[config.mk]
export PLATFORM = sky130hd
export DESIGN_NAME = peaton_solicitud
export DESIGN_NICKNAME = d
export VERILOG_FILES = /design/src/rtl/peaton_solicitud.sv
export SDC_FILE = /design/constraint.sdc
export NUM_CORES = 1
export LEC_CHECK = 0
export ABC_AREA = 1
export BUFFER_PORTS_ARGS = -buffer_cell sky130_fd_sc_hd__buf_2
export CORE_MARGIN = 1
export CORE_UTILIZATION = 40
export DETAILED_ROUTE_END_ITERATION = 8
export PLACE_DENSITY = 0.62
export SLEW_MARGIN = 20
export SYNTH_ARGS = -nofsm -noshare
export SYNTH_HDL_FRONTEND = slang
export SYNTH_SLANG_ARGS = --single-unit
[constraint.sdc]
create_clock -name clk_i -period 2.8 [get_ports clk_i]
set_input_delay 0.56 -clock clk_i [delete_from_list [all_inputs] [get_ports clk_i]]
set_output_delay 0.56 -clock clk_i [all_outputs]
set_load 0.01 [all_outputs]
[src/rtl/peaton_solicitud.sv]
// -----------------------------------------------------------------------------
// peaton_solicitud
//   Pedestrian crossing request block for two independent crossings. Each
//   channel conditions a bouncing pushbutton and runs a request/walk/lockout
//   sequence, handshaking with the traffic controller via the red lamp.
//
//   Handshake (per channel n): boton_n is a level request that stays high
//   while the channel is pending; the controller acknowledges by lighting
//   led_r_n (red for vehicles). The request drops as soon as the acknowledge
//   is seen, walk_n is lit for up to WALK_CYCLES cycles (cut short if the red
//   lamp goes out) and a HOLD_CYCLES lockout follows, during which new
//   requests are ignored.
//
//   Ports
//     clk_i                 system clock (single domain)
//     rst_i                 asynchronous active-low reset
//     btn_raw_1/2           raw pushbuttons, asynchronous, active-high
//     led_r_1/2             vehicle red lamp state from the traffic controller
//     boton_1/2             registered crossing request to the controller
//     wait_1/2              registered "request pending" lamp
//     walk_1/2              registered pedestrian walk lamp
// -----------------------------------------------------------------------------

// -----------------------------------------------------------------------------
// peaton_canal
//   One crossing channel: 2-flop synchronizers, debouncer, press detector and
//   the IDLE/PEND/WALK/HOLD sequencer with registered outputs.
//
//   Ports
//     clk_i, rst_i   clock, asynchronous active-low reset
//     i_btn_raw      raw pushbutton
//     i_led_r        vehicle red lamp (acknowledge)
//     o_boton        request level
//     o_wait         pending lamp
//     o_walk         walk lamp
//     o_state        current sequencer state (debug observation)
// -----------------------------------------------------------------------------
module peaton_canal #(
  parameter int DEB_CYCLES  = 1000000,
  parameter int WALK_CYCLES = 500000000,
  parameter int HOLD_CYCLES = 250000000
) (
  input  logic       clk_i,
  input  logic       rst_i,
  input  logic       i_btn_raw,
  input  logic       i_led_r,
  output logic       o_boton,
  output logic       o_wait,
  output logic       o_walk,
  output logic [1:0] o_state
);

  localparam int DEB_W  = (DEB_CYCLES  > 1) ? $clog2(DEB_CYCLES)  : 1;
  localparam int WALK_W = (WALK_CYCLES > 1) ? $clog2(WALK_CYCLES) : 1;
  localparam int HOLD_W = (HOLD_CYCLES > 1) ? $clog2(HOLD_CYCLES) : 1;

  localparam logic [DEB_W-1:0]  DEB_LAST  = DEB_W'(DEB_CYCLES - 1);
  localparam logic [WALK_W-1:0] WALK_LAST = WALK_W'(WALK_CYCLES - 1);
  localparam logic [HOLD_W-1:0] HOLD_LAST = HOLD_W'(HOLD_CYCLES - 1);

  typedef enum logic [1:0] {
    ST_IDLE = 2'd0,
    ST_PEND = 2'd1,
    ST_WALK = 2'd2,
    ST_HOLD = 2'd3
  } state_t;

  logic              r_btn_s1, r_btn_s2;
  logic              r_led_s1, r_led_s2;
  logic [DEB_W-1:0]  r_deb_cnt;
  logic              r_deb;
  logic              r_deb_d;
  logic              w_press;
  state_t            r_state;
  logic [WALK_W-1:0] r_walk_cnt;
  logic [HOLD_W-1:0] r_hold_cnt;
  logic              r_boton, r_wait, r_walk;

  // Synchronizers and debouncer. The counter measures how long the
  // synchronized button has disagreed with the accepted level; any agreement
  // restarts the qualification, so a bouncing contact never gets through.
  always_ff @(posedge clk_i or negedge rst_i) begin
    if (!rst_i) begin
      r_btn_s1  <= 1'b0;
      r_btn_s2  <= 1'b0;
      r_led_s1  <= 1'b0;
      r_led_s2  <= 1'b0;
      r_deb_cnt <= '0;
      r_deb     <= 1'b0;
      r_deb_d   <= 1'b0;
    end else begin
      r_btn_s1 <= i_btn_raw;
      r_btn_s2 <= r_btn_s1;
      r_led_s1 <= i_led_r;
      r_led_s2 <= r_led_s1;
      r_deb_d  <= r_deb;
      if (r_btn_s2 != r_deb) begin
        if (r_deb_cnt == DEB_LAST) begin
          r_deb     <= r_btn_s2;
          r_deb_cnt <= '0;
        end else begin
          r_deb_cnt <= r_deb_cnt + DEB_W'(1);
        end
      end else begin
        r_deb_cnt <= '0;
      end
    end
  end

  // Only a rising debounced level counts; a button held through the lockout
  // shows no edge and therefore no request afterwards.
  assign w_press = r_deb & ~r_deb_d;

  // Sequencer with outputs registered together with the state.
  always_ff @(posedge clk_i or negedge rst_i) begin
    if (!rst_i) begin
      r_state    <= ST_IDLE;
      r_walk_cnt <= '0;
      r_hold_cnt <= '0;
      r_boton    <= 1'b0;
      r_wait     <= 1'b0;
      r_walk     <= 1'b0;
    end else begin
      case (r_state)
        ST_IDLE: begin
          if (w_press) begin
            r_state <= ST_PEND;
            r_boton <= 1'b1;
            r_wait  <= 1'b1;
          end
        end
        ST_PEND: begin
          if (r_led_s2) begin
            r_state    <= ST_WALK;
            r_boton    <= 1'b0;
            r_wait     <= 1'b0;
            r_walk     <= 1'b1;
            r_walk_cnt <= '0;
          end
        end
        ST_WALK: begin
          // Losing the red lamp ends the walk immediately, even on the
          // cycle the timer would have expired anyway.
          if (!r_led_s2 || (r_walk_cnt == WALK_LAST)) begin
            r_state    <= ST_HOLD;
            r_walk     <= 1'b0;
            r_hold_cnt <= '0;
          end else begin
            r_walk_cnt <= r_walk_cnt + WALK_W'(1);
          end
        end
        ST_HOLD: begin
          if (r_hold_cnt == HOLD_LAST) begin
            r_state <= ST_IDLE;
          end else begin
            r_hold_cnt <= r_hold_cnt + HOLD_W'(1);
          end
        end
        default: begin
          r_state <= ST_IDLE;
          r_boton <= 1'b0;
          r_wait  <= 1'b0;
          r_walk  <= 1'b0;
        end
      endcase
    end
  end

  assign o_boton = r_boton;
  assign o_wait  = r_wait;
  assign o_walk  = r_walk;
  assign o_state = r_state;

endmodule

module peaton_solicitud #(
  parameter int DEB_CYCLES  = 1000000,
  parameter int WALK_CYCLES = 500000000,
  parameter int HOLD_CYCLES = 250000000
) (
  input  logic clk_i,
  input  logic rst_i,
  input  logic btn_raw_1,
  input  logic btn_raw_2,
  input  logic led_r_1,
  input  logic led_r_2,
  output logic boton_1,
  output logic boton_2,
  output logic wait_1,
  output logic wait_2,
  output logic walk_1,
  output logic walk_2
);

  // Per-channel sequencer state, kept visible for debug probing.
  logic [1:0] w_state_1;
  logic [1:0] w_state_2;

  peaton_canal #(
    .DEB_CYCLES (DEB_CYCLES),
    .WALK_CYCLES(WALK_CYCLES),
    .HOLD_CYCLES(HOLD_CYCLES)
  ) u_canal_1 (
    .clk_i    (clk_i),
    .rst_i    (rst_i),
    .i_btn_raw(btn_raw_1),
    .i_led_r  (led_r_1),
    .o_boton  (boton_1),
    .o_wait   (wait_1),
    .o_walk   (walk_1),
    .o_state  (w_state_1)
  );

  peaton_canal #(
    .DEB_CYCLES (DEB_CYCLES),
    .WALK_CYCLES(WALK_CYCLES),
    .HOLD_CYCLES(HOLD_CYCLES)
  ) u_canal_2 (
    .clk_i    (clk_i),
    .rst_i    (rst_i),
    .i_btn_raw(btn_raw_2),
    .i_led_r  (led_r_2),
    .o_boton  (boton_2),
    .o_wait   (wait_2),
    .o_walk   (walk_2),
    .o_state  (w_state_2)
  );

endmodule

==> results of run 1 <==
==> flip-flops by register name (all words and copies together) (netlist names), 2 cells and up <==
signal,cells
u_canal_1.r_hold_cnt,28
u_canal_1.r_deb_cnt,20
u_canal_1.o_state,2
u_canal_1.r_walk_cnt,29
u_canal_2.o_state,2
u_canal_2.r_deb_cnt,20
u_canal_2.r_walk_cnt,29
u_canal_2.r_hold_cnt,28
==> layer usage <==
layer  up-vias  track usage  routed length, µm
li1       4944            -                  -
met1      4344       0.2434              11900
met5         -            0                  0
met3        24      0.03161                666
met4         0      0.05998                428
met2       135       0.2804              10450
==> layout by cell type (no fill, tap or decap), types with 12 or more instances in the layout <==
cell type  count
nand2_1      592
xor2_1        52
clkbuf_16     17
nand4_1       33
a21oi_1       16
inv_1        178
o21ai_0       18
ha_1          14
xnor2_1       20
nand3_1       94
dfrtp_1      174
nand2_2       12
nor3_1        33
nor2_1       257
==> power breakdown <==
part	leakage [nW]	total [mW]	internal (mW)	switching, mW
logic	2.97	0.0894	0.0202	0.0692
registers	2.41	2.54	2.52	0.0108
clock network	0.275	2.37	1.26	1.11
total	5.65	4.99	3.80	1.19
==> worst max path at each step <==
| stage | start | endpoint | slack [ns] | depth (start not counted) |
|---|---|---|---|---|
| 2_1_floorplan | u_canal_1.r_hold_cnt[0] | u_canal_1.r_hold_cnt[17] | 1.16 | 13 |
| 3_3_place_gp | u_canal_1.o_state[1] | u_canal_1.r_walk_cnt[17] | 0.84 | 9 |
| 3_5_place_dp | u_canal_2.r_walk_cnt[0] | u_canal_2.r_walk_cnt[9] | 0.79 | 11 |
| 4_1_cts | u_canal_2.r_walk_cnt[0] | u_canal_2.r_walk_cnt[9] | 0.77 | 11 |
| 5_1_grt | u_canal_1.r_walk_cnt[1] | u_canal_1.r_walk_cnt[16] | 0.60 | 11 |
| 6_report | u_canal_1.r_walk_cnt[1] | u_canal_1.r_walk_cnt[10] | 0.79 | 11 |
==> metrics by stage <==
step	util	cells	power [mW]	hold WS [ns]	worst slack, ns
after CTS	0.4480	1950	5.075	0.1198	0.7671
after floorplan	-	1589	2.607	0.2644	1.157
after global placement	0.4258	1918	2.679	0.3340	0.8446
after global routing	0.4480	1950	5.171	0.1436	0.5994
final	0.4480	1950	4.991	0.09690	0.7910
after detailed placement	0.4258	1918	2.681	0.3347	0.7884
==> cell type report <==
| class | instances | area (µm²) | share of cell area |
|---|---|---|---|
| clock inverters | 15 | 158.9 | 0.01346 |
| inverters | 185 | 698.2 | 0.05914 |
| well taps | 335 | 419.2 | 0.03550 |
| flip-flops and latches | 174 | 4354 | 0.3688 |
| multi-input cells | 1208 | 5624 | 0.4764 |
| repair buffers | 16 | 126.4 | 0.01070 |
| clock buffers | 17 | 425.4 | 0.03603 |
==> cell usage after synthesis, drive strengths merged <==
| cell type | number | share of area |
|---|---|---|
| a21oi | 16 | 0.0074 |
| nor3 | 35 | 0.018 |
| xor2 | 52 | 0.042 |
| clkinv | 3 | 0.0012 |
| nand3b | 6 | 0.0042 |
| buf | 19 | 0.015 |
| ha | 14 | 0.016 |
| dfrtp | 174 | 0.40 |
| a31oi | 2 | 0.0012 |
| o21bai | 6 | 0.0042 |
| nand4 | 33 | 0.019 |
| xnor2 | 20 | 0.016 |
| o21ai | 30 | 0.015 |
| inv | 182 | 0.063 |
| a211oi | 3 | 0.0021 |
| mux2i | 1 | 0.00092 |
| nand2 | 611 | 0.22 |
| nand3 | 97 | 0.047 |
| or2 | 4 | 0.0023 |
| nor2 | 266 | 0.096 |
| clkbuf | 3 | 0.0010 |
| and2 | 2 | 0.0012 |
| nor4 | 2 | 0.0012 |
| nor3b | 8 | 0.0055 |
==> kinds of logic (layout without fill, tap and decap cells) <==
kind of cell / Yosys count / count (layout) / share of synthesized area
AOI/OAI and AO/OA: 57 / 57 / 0.02928
DFF: 174 / 174 / 0.4012
xor gates and xnor gates: 72 / 72 / 0.05811
buffers and inverters: 207 / 233 / 0.08059
and+or+nand+nor: 1064 / 1064 / 0.4138
adders and majority gates: 14 / 14 / 0.01614
muxes: 1 / 1 / 0.0009223
==> impl_results.md, run 1 <==
* Outcome: complete, no violations
* Initial antenna violation count at 0
* PostCTS Resize Cnt at 0
* WL per Instance at between 10 and 15 µm
* Type of element launching the critical path: register
* Minimum clock period at ~2 ns
* CTS tree: yes
* Root Driver: clkbuf_16
* 1st-iter DRT viols at a little under 600
* Placeable core area at between 0.02 and 0.03 mm²
* HP Class: primary input to asynchronous set/reset pin
* Nets at 1622
* DRT Wirelength at about 23 mm
* Drt pass-1 iters at 5
* WP data arrival at 2.38 ns
* Worst Setup End Kind: register
* Worst path required time at ~3.2 ns
* Finished Cell Area at around 0.012 mm²
* P_leak at 5.653 nW
* Clock skew at around 0.014 ns
* R2R depth at 11
* Share of layout cells above drive strength 1 at 0.05697
* Chip width at about 170 µm
* Worst-skew pair later-pin latency at 0.44 ns
* Post-route DRC at 0
* H-Tree Depth at 4
* Post-CTS Hold Fix Bufs at 0
* Power per cell area at about 420 mW/mm²
* Headroom to the max-slew limit at 0.6271
* Final HPWL DP at about 17 mm
* Fin Setup TNS at 0 ns
* RSZ-0062 raised after global routing: false
* CTS sink count at around 170
* Setup bufs post-CTS at 0
* Final Hold Vio Count at 0
* Synth-to-Final Area Change at 8.785%
* #FFs+latches synth at approximately 170
* Actual slew at the worst max-slew pin at around 0.56 ns
* Mean Syn Cell Area at between 6 and 7 µm²
* N_diodes at 0
* Final setup fails at 0
* Critical path fanouts, max at 28
* First-pass GRT wire length at roughly 41 mm
* WP buf/inv at 1
* Flop-to-flop setup slack at a little under 0.8 ns
* Crit-path max cell delay at roughly 0.4 ns
* Total Routing Usage GR at 0.1770
* Worst-path clk slew at ~0.070 ns
* Library cells used by synthesis at 39
* Total grt overflow at 0
* Fmax at between 0.4 and 0.5 GHz
* Final period utilization at 0.7175
* Mapped Cells at ~1600
* Die Y at about 170 µm
* Fillers at 2717
* Worst Path Class, Setup: register to register
* Critical path's slowest cell: dfrtp_1
* Clk buf depth at 2
* Maximum VDD drop at 0.3514 mV
* Vias post-DR at between 9000 and 10000
* Largest delay share family, worst path: simple AND/OR/NAND/NOR gates
* Final antenna-violating net count at 0
* Mapped Nets at approximately 1600
* Die Area at ~0.028 mm²
* Vias per cell at roughly 4.8
* Initial Utilization at 0.4118
* Largest net degree at the start of global routing at 67
* CP cell instances: ha_1 -> nand2_2 -> nor2_4 -> nand2_2 -> nor2_4 -> nand2_4 -> nand3_4 -> nand2_4 -> inv_2 -> nand2_1 -> nand2_1
* Via count of the first global-routing pass at a little under 9000
* Number of synthesis warnings at 0
* IO Port Bufs at 11
* Cts bufs inserted at 17
* Placed cell area at about 0.011 mm²
* Max-capacitance violation count at 0
* Seq/Total Area, Yosys at 0.4012
* Reg-to-reg startpoint: u_canal_1.r_walk_cnt[1]
* Cell area after synthesis at around 0.011 mm²
* FP Rows at 59
* GP Congestion at about 0.86
* I/O Pins at 12
* Final Max Slew Viols at 0
* R2R Path End: u_canal_1.r_walk_cnt[10]
Power figures use the tool's default switching activity.
==> run 2, diff against run 1 <==
==> constraint.sdc (replaced) <==
create_clock -name clk_i -period 2 [get_ports clk_i]
set_input_delay 0.4 -clock clk_i [delete_from_list [all_inputs] [get_ports clk_i]]
set_output_delay 0.4 -clock clk_i [all_outputs]
set_load 0.01 [all_outputs]
==> run 2 against run 1 <==
Compared with the run above:
- critical path depth is the same
- via count grew 0.34%
- worst hold slack lost 0.028 ns
- sequential share of layout area shrank 0.90 points
- sequential power grew 40%
- wire length grew 2.8%
- flip-flop and latch count is the same
- cell area grew 2.5%
- first-iteration DRC count grew 12%
- utilization grew 1.1 points
- critical endpoint is now u_canal_1.o_state[0]
==> impl_results.md, run 2 (same netlist as run 1, synthesis figures left out) <==
* Outcome: complete, no violations
* Worst Setup End Kind: register
* Total grt overflow at 0 (unchanged)
* Placeable core area at 0.02635 mm² (unchanged)
* 1st-iter DRT viols at 647 (+12%)
* Final setup fails at 0 (unchanged)
* Minimum clock period at 1.828 ns (-0.1811 ns)
* Sw Ratio at 0.2211 (-0.01722)
* Final Max Slew Viols at 0 (unchanged)
* Clk buf depth at 2 (unchanged)
* Pre-CTS WS at 0.09131 ns (-0.6971 ns)
* Comb power frac at 0.018 (about the same)
* Initial Utilization at 0.4118 (unchanged)
* Initial antenna violation count at 0 (unchanged)
* CTS tree: yes
* Cts bufs inserted at 17 (unchanged)
* Flop-to-flop setup slack at 0.17 ns (-0.62 ns)
* HP Class: primary input to register
* Final HPWL DP at 17.02 mm (+0.98%)
* Int Pwr at 5.669 mW (+49%)
* Nets at 1646 (+1.5%)
* Final period utilization at 0.9139 (+0.1964)
* WP data arrival at 2.16 ns (-0.22 ns)
* Min-Delay Endpoint: u_canal_2.r_led_s1
* Fillers at 2692 (-0.92%)
* Final cell count without fillers at 1974 (+1.2%)
* Worst-path clk slew at 0.07 ns (about the same)
* WP buf/inv at 1 (unchanged)
* Final Hold Vio Count at 0 (unchanged)
* Placed cell area at 0.01136 mm² (+1.3%)
* Actual slew at the worst max-slew pin at 0.4045 ns (-0.1549 ns)
* First-pass GRT wire length at 42.31 mm (+3.4%)
* Largest delay share family, worst path: simple AND/OR/NAND/NOR gates
* Die Y at 166.7 µm (unchanged)
* CTS sink count at 174 (unchanged)
* R2R Path End: u_canal_1.o_state[0]
* Headroom to the max-slew limit at 0.7293 (+0.1022)
* Post-route DRC at 0 (unchanged)
* Vias per cell at 4.802 (-0.88%)
* Critical path's slowest cell: dfrtp_1
* Hold depth at 1
* Commonest non-fill, non-tap cell in the layout: nand2_1
* GP Congestion at 0.9026 (+4.4%)
* Fmax at 0.5471 GHz (+9.9%)
* Chip width at 166.7 µm (unchanged)
* Type of element launching the critical path: register
* Root Driver: clkbuf_16
* P_leak at 5.813 nW (+2.8%)
* Final antenna-violating net count at 0 (unchanged)
* Synth-to-Final Area Change at 11.51%
* Hold path start: led_r_2
* Fin Setup TNS at 0 ns (unchanged)
* Smallest hold slack at 0.06911 ns (-0.02778 ns)
* Most frequent cells in the layout: nand2_1, nor2_1, inv_1
* Finished Cell Area at 0.01210 mm² (+2.5%)
* Placed Cells at 1937 (+0.99%)
* DRT Wirelength at 24.10 mm (+2.8%)
* Max-capacitance violation count at 0 (unchanged)
* Vias post-DR at 9479 (+0.34%)
* Final setup margin at 0.1721 ns (-0.6189 ns)
* Power per cell area at 601.4 mW/mm² (+42%)
* Critical path fanouts, max at 10 (-64%)
* WL per Instance at 12.21 µm (+1.6%)
* Share of layout cells above drive strength 1 at 0.07200 (+0.01503)
* IO Port Bufs at 11 (unchanged)
* Switching pwr at 1.609 mW (+35%)
* Multi-input logic area at 0.005682 mm² (+1.0%)
* Largest net degree at the start of global routing at 57 (-15%)
* Clock skew at 0.01292 ns (-0.001017 ns)
* H-Tree Depth at 4 (unchanged)
* Register area at 0.004354 mm² (unchanged)
* N_diodes at 0 (unchanged)
* Worst-skew pair later-pin latency at 0.44 ns (about the same)
* Crit-path max cell delay at 0.40 ns (about the same)
* FP Rows at 59 (unchanged)
* R2R depth at 11 (unchanged)
* Maximum VDD drop at 0.5478 mV (+56%)
* CP cell instances: ha_2 -> nand2_2 -> nor2_4 -> nand2_2 -> nor2_4 -> nand2_4 -> nand3_4 -> buf_4 -> nand3_1 -> nand2_1 -> nand2_1
* Drt pass-1 iters at 5 (unchanged)
* Regs by FF count: u_canal_1.r_walk_cnt: 29 flops, u_canal_2.r_walk_cnt: 29 flops
* I/O Pins at 12 (unchanged)
* Seq pwr share at 0.488 (-0.020)
* Clock Power Share at 0.494 (+0.020)
* Reg-to-reg startpoint: u_canal_1.r_walk_cnt[1]
* Worst path required time at 2.33 ns (-0.84 ns)
* Total Routing Usage GR at 0.1824 (+0.005412)
* Worst Path Class, Setup: register to register
* Die Area at 0.02780 mm² (unchanged)
* Via count of the first global-routing pass at 9080 (+3.0%)
==> run 2: cell type report <==
class	instances	area share
clock inverter	12	0.01385
timing repair buffer	38	0.02492
multi-input combinational	1209	0.4695
clock buffer	20	0.03856
tap	335	0.03464
inverter	185	0.05821
sequential	174	0.3598
timing repair inverter	1	0.0005170
==> run 2: repair_timing <==
action / in CTS / in global routing
setup buffers: 0 / 2
hold endpoints to repair: 35 / 0
hold buffers: 1 / 0
setup endpoints to repair: 0 / 102
gates resized for setup: 0 / 16
==> run 2: layer usage <==
metal / up-vias / routed length, µm / GRT usage
met5: - / 0 / 0
met4: 0 / 361 / 0.05032
met3: 24 / 653 / 0.03446
met2: 107 / 11070 / 0.2943
met1: 4364 / 12010 / 0.2496
li1: 4984 / - / -
==> run 2: through the flow <==
| step | total power, mW | utilization |
|---|---|---|
| 5_1_grt | 7.542 | 0.4592 |
| 3_3_place_gp | 3.756 | 0.4312 |
| 6_report | 7.278 | 0.4592 |
| 3_5_place_dp | 3.758 | 0.4312 |
| 4_1_cts | 7.395 | 0.4557 |
| 2_1_floorplan | 3.649 | - |
==> run 2: power by group through the flow <==
stage	registers, mW	clock network (mW)	logic [mW]
after floorplan	3.62	0	0.0341
after global placement	3.62	0	0.139
after detailed placement	3.62	0	0.140
after CTS	3.55	3.70	0.142
after global routing	3.55	3.83	0.161
final	3.55	3.59	0.133
==> run 2: how the worst max path moves through the flow <==
stage	from	to	slack (ns)	depth (start not counted)
2_1_floorplan	u_canal_1.r_hold_cnt[0]	u_canal_1.r_hold_cnt[17]	0.36	13
3_3_place_gp	u_canal_1.r_walk_cnt[1]	u_canal_1.r_walk_cnt[1]	0.15	11
3_5_place_dp	u_canal_2.r_walk_cnt[0]	u_canal_2.r_walk_cnt[24]	0.09	11
4_1_cts	u_canal_2.r_walk_cnt[0]	u_canal_2.r_walk_cnt[5]	0.07	11
5_1_grt	u_canal_1.r_hold_cnt[0]	u_canal_1.r_hold_cnt[13]	-0.02	12
6_report	u_canal_1.r_walk_cnt[1]	u_canal_1.o_state[0]	0.17	11
